==> src/rtl/uart_spi_cmd_ctrl.sv <==
// UART-to-SPI command bridge: collects a header-described frame from the UART, writes each
// payload byte over SPI under one chip-select window and optionally echoes SPI replies to UART.
module uart_spi_cmd_ctrl #(
    parameter int unsigned MAX_LEN     = 16,
    parameter int unsigned TIMEOUT_CYC = 1740
) (
    input  logic       clk,
    input  logic       rst_n,
    input  logic [7:0] rx_data_i,
    input  logic       rx_done_i,
    output logic       spi_start_o,
    output logic [7:0] spi_tx_data_o,
    input  logic       spi_busy_i,
    input  logic       spi_done_i,
    input  logic [7:0] spi_rx_data_i,
    output logic       spi_cs_n_o,
    output logic       tx_start_o,
    output logic [7:0] tx_data_o,
    input  logic       tx_busy_i,
    output logic       frame_err_o,
    output logic       busy_o
);

    localparam int unsigned IdxW  = $clog2(MAX_LEN + 1);
    localparam int unsigned AddrW = (MAX_LEN > 1) ? $clog2(MAX_LEN) : 1;
    localparam int unsigned TmoW  = $clog2(TIMEOUT_CYC + 1);

    localparam logic [2:0] StIdle    = 3'd0;
    localparam logic [2:0] StCollect = 3'd1;
    localparam logic [2:0] StCsSetup = 3'd2;
    localparam logic [2:0] StIssue   = 3'd3;
    localparam logic [2:0] StWaitSpi = 3'd4;
    localparam logic [2:0] StResp    = 3'd5;
    localparam logic [2:0] StCsHold  = 3'd6;

    logic [2:0]      state_q, state_d;
    logic [IdxW-1:0] len_q, len_d;
    logic            flag_q, flag_d;
    logic [IdxW-1:0] wr_idx_q, wr_idx_d;
    logic [IdxW-1:0] rd_idx_q, rd_idx_d;
    logic [TmoW-1:0] tmo_q, tmo_d;
    logic [7:0]      spi_tx_data_q, spi_tx_data_d;
    logic [7:0]      tx_data_q, tx_data_d;
    logic            spi_start_q, spi_start_d;
    logic            tx_start_q, tx_start_d;
    logic            frame_err_q, frame_err_d;
    logic [7:0]      mem_q [MAX_LEN];
    logic            mem_we;
    logic [4:0]      hdr_len;
    logic            hdr_ok;
    logic [IdxW-1:0] rd_next;

    always_comb begin
        state_d       = state_q;
        len_d         = len_q;
        flag_d        = flag_q;
        wr_idx_d      = wr_idx_q;
        rd_idx_d      = rd_idx_q;
        tmo_d         = tmo_q;
        spi_tx_data_d = spi_tx_data_q;
        tx_data_d     = tx_data_q;
        spi_start_d   = 1'b0;
        tx_start_d    = 1'b0;
        frame_err_d   = 1'b0;
        mem_we        = 1'b0;
        hdr_len       = {1'b0, rx_data_i[3:0]} + 5'd1;
        hdr_ok        = (rx_data_i[6:4] == 3'b000) && ({27'd0, hdr_len} <= MAX_LEN);
        rd_next       = rd_idx_q + IdxW'(1);

        case (state_q)
            StIdle: begin
                if (rx_done_i) begin
                    if (hdr_ok) begin
                        len_d    = IdxW'(hdr_len);
                        flag_d   = rx_data_i[7];
                        wr_idx_d = '0;
                        tmo_d    = '0;
                        state_d  = StCollect;
                    end else begin
                        frame_err_d = 1'b1;
                    end
                end
            end
            StCollect: begin
                // A byte landing on the expiry cycle is still accepted.
                if (rx_done_i) begin
                    mem_we   = 1'b1;
                    wr_idx_d = wr_idx_q + IdxW'(1);
                    tmo_d    = '0;
                    if (wr_idx_q + IdxW'(1) == len_q) begin
                        state_d = StCsSetup;
                    end
                end else if (tmo_q == TmoW'(TIMEOUT_CYC - 1)) begin
                    frame_err_d = 1'b1;
                    wr_idx_d    = '0;
                    tmo_d       = '0;
                    state_d     = StIdle;
                end else begin
                    tmo_d = tmo_q + TmoW'(1);
                end
            end
            StCsSetup: begin
                rd_idx_d = '0;
                state_d  = StIssue;
            end
            StIssue: begin
                if (!spi_busy_i) begin
                    spi_tx_data_d = mem_q[rd_idx_q[AddrW-1:0]];
                    spi_start_d   = 1'b1;
                    state_d       = StWaitSpi;
                end
            end
            StWaitSpi: begin
                if (spi_done_i) begin
                    tx_data_d = spi_rx_data_i;
                    if (flag_q) begin
                        state_d = StResp;
                    end else begin
                        rd_idx_d = rd_next;
                        state_d  = (rd_next == len_q) ? StCsHold : StIssue;
                    end
                end
            end
            StResp: begin
                if (!tx_busy_i) begin
                    tx_start_d = 1'b1;
                    rd_idx_d   = rd_next;
                    state_d    = (rd_next == len_q) ? StCsHold : StIssue;
                end
            end
            StCsHold: state_d = StIdle;
            default:  state_d = StIdle;
        endcase

        // UART bytes arriving while the SPI side owns the frame are dropped.
        if (rx_done_i && (state_q != StIdle) && (state_q != StCollect)) begin
            frame_err_d = 1'b1;
        end
    end

    always_ff @(posedge clk or negedge rst_n) begin
        if (!rst_n) begin
            state_q       <= StIdle;
            len_q         <= '0;
            flag_q        <= 1'b0;
            wr_idx_q      <= '0;
            rd_idx_q      <= '0;
            tmo_q         <= '0;
            spi_tx_data_q <= '0;
            tx_data_q     <= '0;
            spi_start_q   <= 1'b0;
            tx_start_q    <= 1'b0;
            frame_err_q   <= 1'b0;
        end else begin
            state_q       <= state_d;
            len_q         <= len_d;
            flag_q        <= flag_d;
            wr_idx_q      <= wr_idx_d;
            rd_idx_q      <= rd_idx_d;
            tmo_q         <= tmo_d;
            spi_tx_data_q <= spi_tx_data_d;
            tx_data_q     <= tx_data_d;
            spi_start_q   <= spi_start_d;
            tx_start_q    <= tx_start_d;
            frame_err_q   <= frame_err_d;
        end
    end

    always_ff @(posedge clk) begin
        if (mem_we) begin
            mem_q[wr_idx_q[AddrW-1:0]] <= rx_data_i;
        end
    end

    assign spi_cs_n_o    = (state_q == StIdle) || (state_q == StCollect);
    assign busy_o        = (state_q != StIdle);
    assign spi_start_o   = spi_start_q;
    assign spi_tx_data_o = spi_tx_data_q;
    assign tx_start_o    = tx_start_q;
    assign tx_data_o     = tx_data_q;
    assign frame_err_o   = frame_err_q;

endmodule
==> config.mk <==
export PLATFORM = sky130hd
export DESIGN_NAME = uart_spi_cmd_ctrl
export DESIGN_NICKNAME = d
export VERILOG_FILES = /design/src/rtl/uart_spi_cmd_ctrl.sv
export SDC_FILE = /design/constraint.sdc
export NUM_CORES = 1
export LEC_CHECK = 0
export BUFFER_PORTS_ARGS = -buffer_cell sky130_fd_sc_hd__buf_4
export CAP_MARGIN = 0
export CORE_MARGIN = 2
export CORE_UTILIZATION = 60
export DETAILED_ROUTE_END_ITERATION = 8
export GPL_ROUTABILITY_DRIVEN = 0
export GPL_TIMING_DRIVEN = 0
export PLACE_DENSITY = 0.8
export SLEW_MARGIN = 20
export SYNTH_ARGS = -nofsm -noshare
export SYNTH_HDL_FRONTEND = slang
export SYNTH_SLANG_ARGS = --single-unit
==> constraint.sdc <==
create_clock -name clk -period 2.8 [get_ports clk]
set_clock_uncertainty 0.05 [all_clocks]
set_input_delay 0.84 -clock clk [delete_from_list [all_inputs] [get_ports clk]]
set_output_delay 0.84 -clock clk [all_outputs]
set_load 0.05 [all_outputs]
After elaboration in Yosys (flattened, before gate mapping)
Memories as Yosys holds them, arrays and structs flattened. A register that Yosys moved wholly into a read port is not among the register bits.
Index checks and enable logic that the tools add are counted.
{ "op_classes": {"n_eq_ne": 17, "n_reduce_logical": 17, "bitwise": 1, "n_mux": 39, "add_sub_neg": 4, "magnitude_cmp": 1} }
{ "op_table": {"columns": ["operator", "n"], "rows": [
  ["2-to-1 mux 11 bit", 4],
  ["2-to-1 mux 5 bit", 7],
  ["2-to-1 mux 3 bit", 10],
  ["one-hot mux 11 bit (2 select lines)", 1],
  ["one-hot mux 3 bit (6 select lines)", 1],
  ["one-hot mux 5 bit (3 select lines)", 1],
  ["2-to-1 mux 1 bit", 13],
  ["!= test 2 bit, second input constant", 6],
  ["adder 11 x 1 -> 11 bit, second input constant", 1],
  ["equality test 11 bit, second input constant", 1],
  ["adder 5 x 1 -> 5 bit, second input constant", 2],
  ["equality test 5 bit", 2],
  ["one-hot mux 5 bit (2 select lines)", 1],
  ["AND reduction 4 bit", 2],
  ["AND reduction 7 bit", 1],
  ["equality test 3 x 2 -> 1 bit, second input constant", 2],
  ["equality test 3 bit, second input constant", 2],
  ["zero test 3 bit", 2],
  ["!= test 3 bit, second input constant", 2],
  ["AND reduction 3 bit", 2],
  ["nonzero test 3 bit", 2],
  ["adder 4 x 1 -> 5 bit, second input constant", 1],
  ["<= comparator 5 bit, second input constant", 1],
  ["AND reduction 2 bit", 2],
  ["8 further kinds", 10]
]} }
{ "totals": {"n_memories": 1, "reg_bits": 41, "inputBits": 22, "ram_bits": 128} }
{ "mem_list": {"columns": ["memory", "words", "word_bits", "rd", "rd_ports_with_merged_regs", "wr", "line", "rtl"], "rows": [
  ["mem_q", 16, 8, 1, 1, 1, "47", "logic [7:0] mem_q [MAX_LEN];"]
]} }

Longest topological paths before layout
{ "logic_depth": {"ltp_word": 7, "ltp_mapped": 8, "mapped_depth_nobuf": 7} }

Worst setup path after synthesis
OpenSTA, ideal clock, no wires.
{ "synth_timing": {"path_kind": "register to register", "from": "register state_q[2]", "to": "memory mem_q[1][0] (enable)", "path_stages_with_launch": 6, "arrival_time_ns": 2.213, "setup_slack_ns": 0.206, "n_path_buf": 1, "cell_sequence": "dfrtp_1 clkbuf_1 nor2_1 nand3_1 nor3_1 and2_1"} }
{ "synth_via": {"elab_chain_len": 4} }
{ "synth_rtl": {"columns": ["item", "line", "rtl"], "rows": [
  ["from (decl)", "36", "logic [2:0] state_q, state_d;"],
  ["from (signal assigned)", "143", "state_q <= StIdle;"],
  ["from (signal assigned)", "155", "state_q <= state_d;"],
  ["equality test 3 x 1 -> 1 bit", "70", "case (state_q)"],
  ["2-to-1 mux 1 bit", "70", null],
  ["2-to-1 mux 1 bit", "170", "if (mem_we) begin"],
  ["2-to-1 mux 1 bit (not written as such)", "171", "mem_q[wr_idx_q[AddrW-1:0]] <= rx_data_i;"],
  ["to (decl)", "47", null]
]} }
Every way passes these cells.

Final worst setup path
{ "layout_timing": {"from": "register state_q[2]", "to": "output busy_o"} }
{ "layout_via": {"elab_chain_len": 1} }
{ "layout_rtl": {"columns": ["item", "line", "rtl"], "rows": [
  ["nonzero test 3 bit", "176", "assign busy_o = (state_q != StIdle);"],
  ["to (decl)", "21", "output logic busy_o"]
]} }
Every way passes these cells.

==> impl_metrics.tcl <==
set metrics [dict create \
    status "completed" \
    whs_ns 0.372 \
    die_h_um 117 \
    register_area_um2 5070 \
    area_growth_pct 14.4 \
    stdcell_area_um2 8740 \
    fin_ws_ns 0.291 \
    post_cts_resized 0 \
    worst_setup_path_end_kind "primary output" \
    setup-violations-final 0 \
    critPathMaxFanout 10 \
    slew_headroom 0.414 \
    h-tree-depth 4 \
    drv_cap 0 \
    maxClockFrequency_mhz 399 \
    grt_pass1_wl_mm 22.7 \
    drcViolationCount 0 \
    fin_util 0.698 \
    post-cts-setup-buffers 0 \
    track_usage 0.237 \
    yosys.area.top_type "edfxtp_1" \
    cts_buffers 17 \
    ant_nets 0 \
    io_buffers 42 \
    netlist.area_leader.share 0.503 \
    p_leak_nw 3.15 \
    ys_types 54 \
    wl_mm 15.0 \
    synthTopCellsByCount "128 x edfxtp_1, 49 x dfrtp_1, 30 x o21ai_0" \
    antenna_found_initial 0 \
    worstPathArrival_ns 1.62 \
    place_worst_setup_slack_ns 0.109 \
    vias 4189 \
    min_path_type "in2async" \
    grt_max_degree 50 \
    synth.area.top_cells "edfxtp_1 50%, dfrtp_1 16%, mux4_1 8.9%, mux4_2 4.1%, o21ai_0 2.0%" \
    path_clk_slew_ns 0.07 \
    fill_cells 789 \
    synth-edff-count 128 \
    timing.setup.tns_ns 0 \
    via_per_inst 6.06 \
    cp.required_ns 1.91 \
    die-width_um 117 \
    yosys_warnings 0 \
    power_density_nw_per_um2 892 \
    cts_sinks 177 \
    layout.nets 536 \
    synth_area_um2 7640 \
    multiInputGateArea_um2 2420 \
    die_area_um2 13600 \
    initial_core_util 0.610 \
    ys.flop_type "edfxtp_1" \
    grt_overflow 0 \
    rsz0062_at_grt "false" \
    min_period_over_period 0.896 \
    peakVddDrop_uv 446 \
    cts_buffer_depth 2 \
    synth-seq-cells 177 \
    worst_slew_pin_slew_ns 0.876 \
    dp_hpwl_mm 9.56 \
    yosysMostFrequentCell "edfxtp_1" \
    drt-initial-drc-count 401 \
    syn-num-nets 475 \
    clock_latency_ns 0.43 \
    design.core.area_um2 12500 \
    syn_inst 446 \
    async_flop_share 0.277 \
    ctsHoldBuffers 0 \
    drive_above_1_share 0.227 \
    antenna_cells 0 \
    hold_viol_final 0 \
    syn_area_per_cell_um2 17.1 \
    rows 41 \
    cts_tree "done" \
    ios 43 \
    path_class "reg2out" \
    ys_seq_area_frac 0.664 \
    grt_pass1_vias 4000 \
    dr.pass1.iters 4 \
    min_period_ns 2.51 \
    placed_area_um2 8170 \
    ctsRootBufferMaster "clkbuf_16" \
    drv_slew 0 \
    startpoint_type "flop" \
    wl_per_cell_um 21.6 \
]
-- layout make-up --
class,instances,area share
Sequential cell,177,0.580
Multi-Input combinational cell,245,0.277
Clock buffer,17,0.0487
Timing Repair Buffer,42,0.0361
Tap cell,172,0.0246
Clock inverter,14,0.0162
Buffer,21,0.0155
Inverter,3,0.00129
-- cell families after synthesis --
family          share of synthesized area
compound gates                     0.0542
buf+inv                            0.0192
fa+ha+maj                          0.0115
xor+xnor                           0.0172
mux                                 0.163
flops                               0.664
simple gates                       0.0716
-- flip-flops by register name, indices dropped and copies added (netlist names) --
signal and count:
mem_q 128, rd_idx_q 5, wr_idx_q 5, state_q 3
tmo_q 11, tx_data_o 8, spi_tx_data_o 8, flag_q 1
frame_err_o 1, spi_start_o 1, tx_start_o 1, len_q 5
-- worst max-delay path, stage by stage, from the launching register on --
cell	delay (ns)
dfrtp_1	0.36
clkbuf_1	0.21
or3_1	0.43
buf_4	0.20
-- power breakdown --
part | leakage, nW | switching, W | internal, W
Clock | 0.272 | 0.000975 | 0.00130
Sequential | 1.79 | 0.000183 | 0.00308
Combinational | 1.09 | 0.00134 | 0.000910
-- routing by layer --
layer  GRT usage  vias to the layer above  part of all wire  wire length (µm)
li1            -                     1903                 -                 -
met3      0.0711                       18             0.058               873
met1       0.322                     2144              0.42              6350
met4      0.0784                        0             0.014               214
met5           0                        -                 0                 0
met2       0.372                      124              0.50              7520
-- stage by stage --
stage,instances,power (W)
after floorplan,446,0.00491
after CTS,691,0.00784
after global placement,660,0.00549
after detailed placement,660,0.00555
after global routing,691,0.00813
final,691,0.00779
-- cell usage in the layout (no fill, tap or decap), types with 2 or more instances in the layout --
master      synthesis  layout
edfxtp_1          128     128
dfrtp_1            49      49
buf_4               1      43
o21ai_0            30      30
mux4_1             26      26
nand2_1            19      19
clkbuf_16           0      17
nor2_1             15      15
and2_1             14      14
mux4_2             14      14
nand2b_1           13      13
clkbuf_1           12      12
nand3_1            12      12
mux2_2             11      11
xnor2_1             9       9
mux2_4              8       8
nor3_1              7       7
ha_1                7       7
and3_1              6       6
xor2_1              6       6
o31ai_1             6       6
a22o_1              4       4
nor2b_1             4       4
clkinv_2            0       4
inv_1               3       3
buf_8               3       3
a21o_1              3       3
a31oi_1             3       3
clkinvlp_4          0       3
clkinv_4            0       3
nor3b_1             2       2
buf_1               2       2
nand4b_1            2       2
a22oi_1             2       2
o41ai_1             2       2
bufinv_16           0       2
-- path summary, 6_finish.rpt --
path                                         from                      endpoint  slack, ns  cells after the start
setup / recovery           state_q[2]$_DFFE_PN0P_                        busy_o       0.29                      3
setup reg to reg           state_q[1]$_DFFE_PN0P_         mem_q[0][1]$_DFFE_PP_       0.36                      5
max in group asynchronous                   rst_n          tmo_q[0]$_DFFE_PN0P_       1.88                      1
min in group clk             tmo_q[6]$_DFFE_PN0P_          tmo_q[6]$_DFFE_PN0P_       0.45                      1
hold / removal                              rst_n  spi_tx_data_o[0]$_DFFE_PN0P_       0.37                      1
hold reg to reg              tmo_q[6]$_DFFE_PN0P_          tmo_q[6]$_DFFE_PN0P_       0.45                      1
Power figures use the tool's default switching activity.
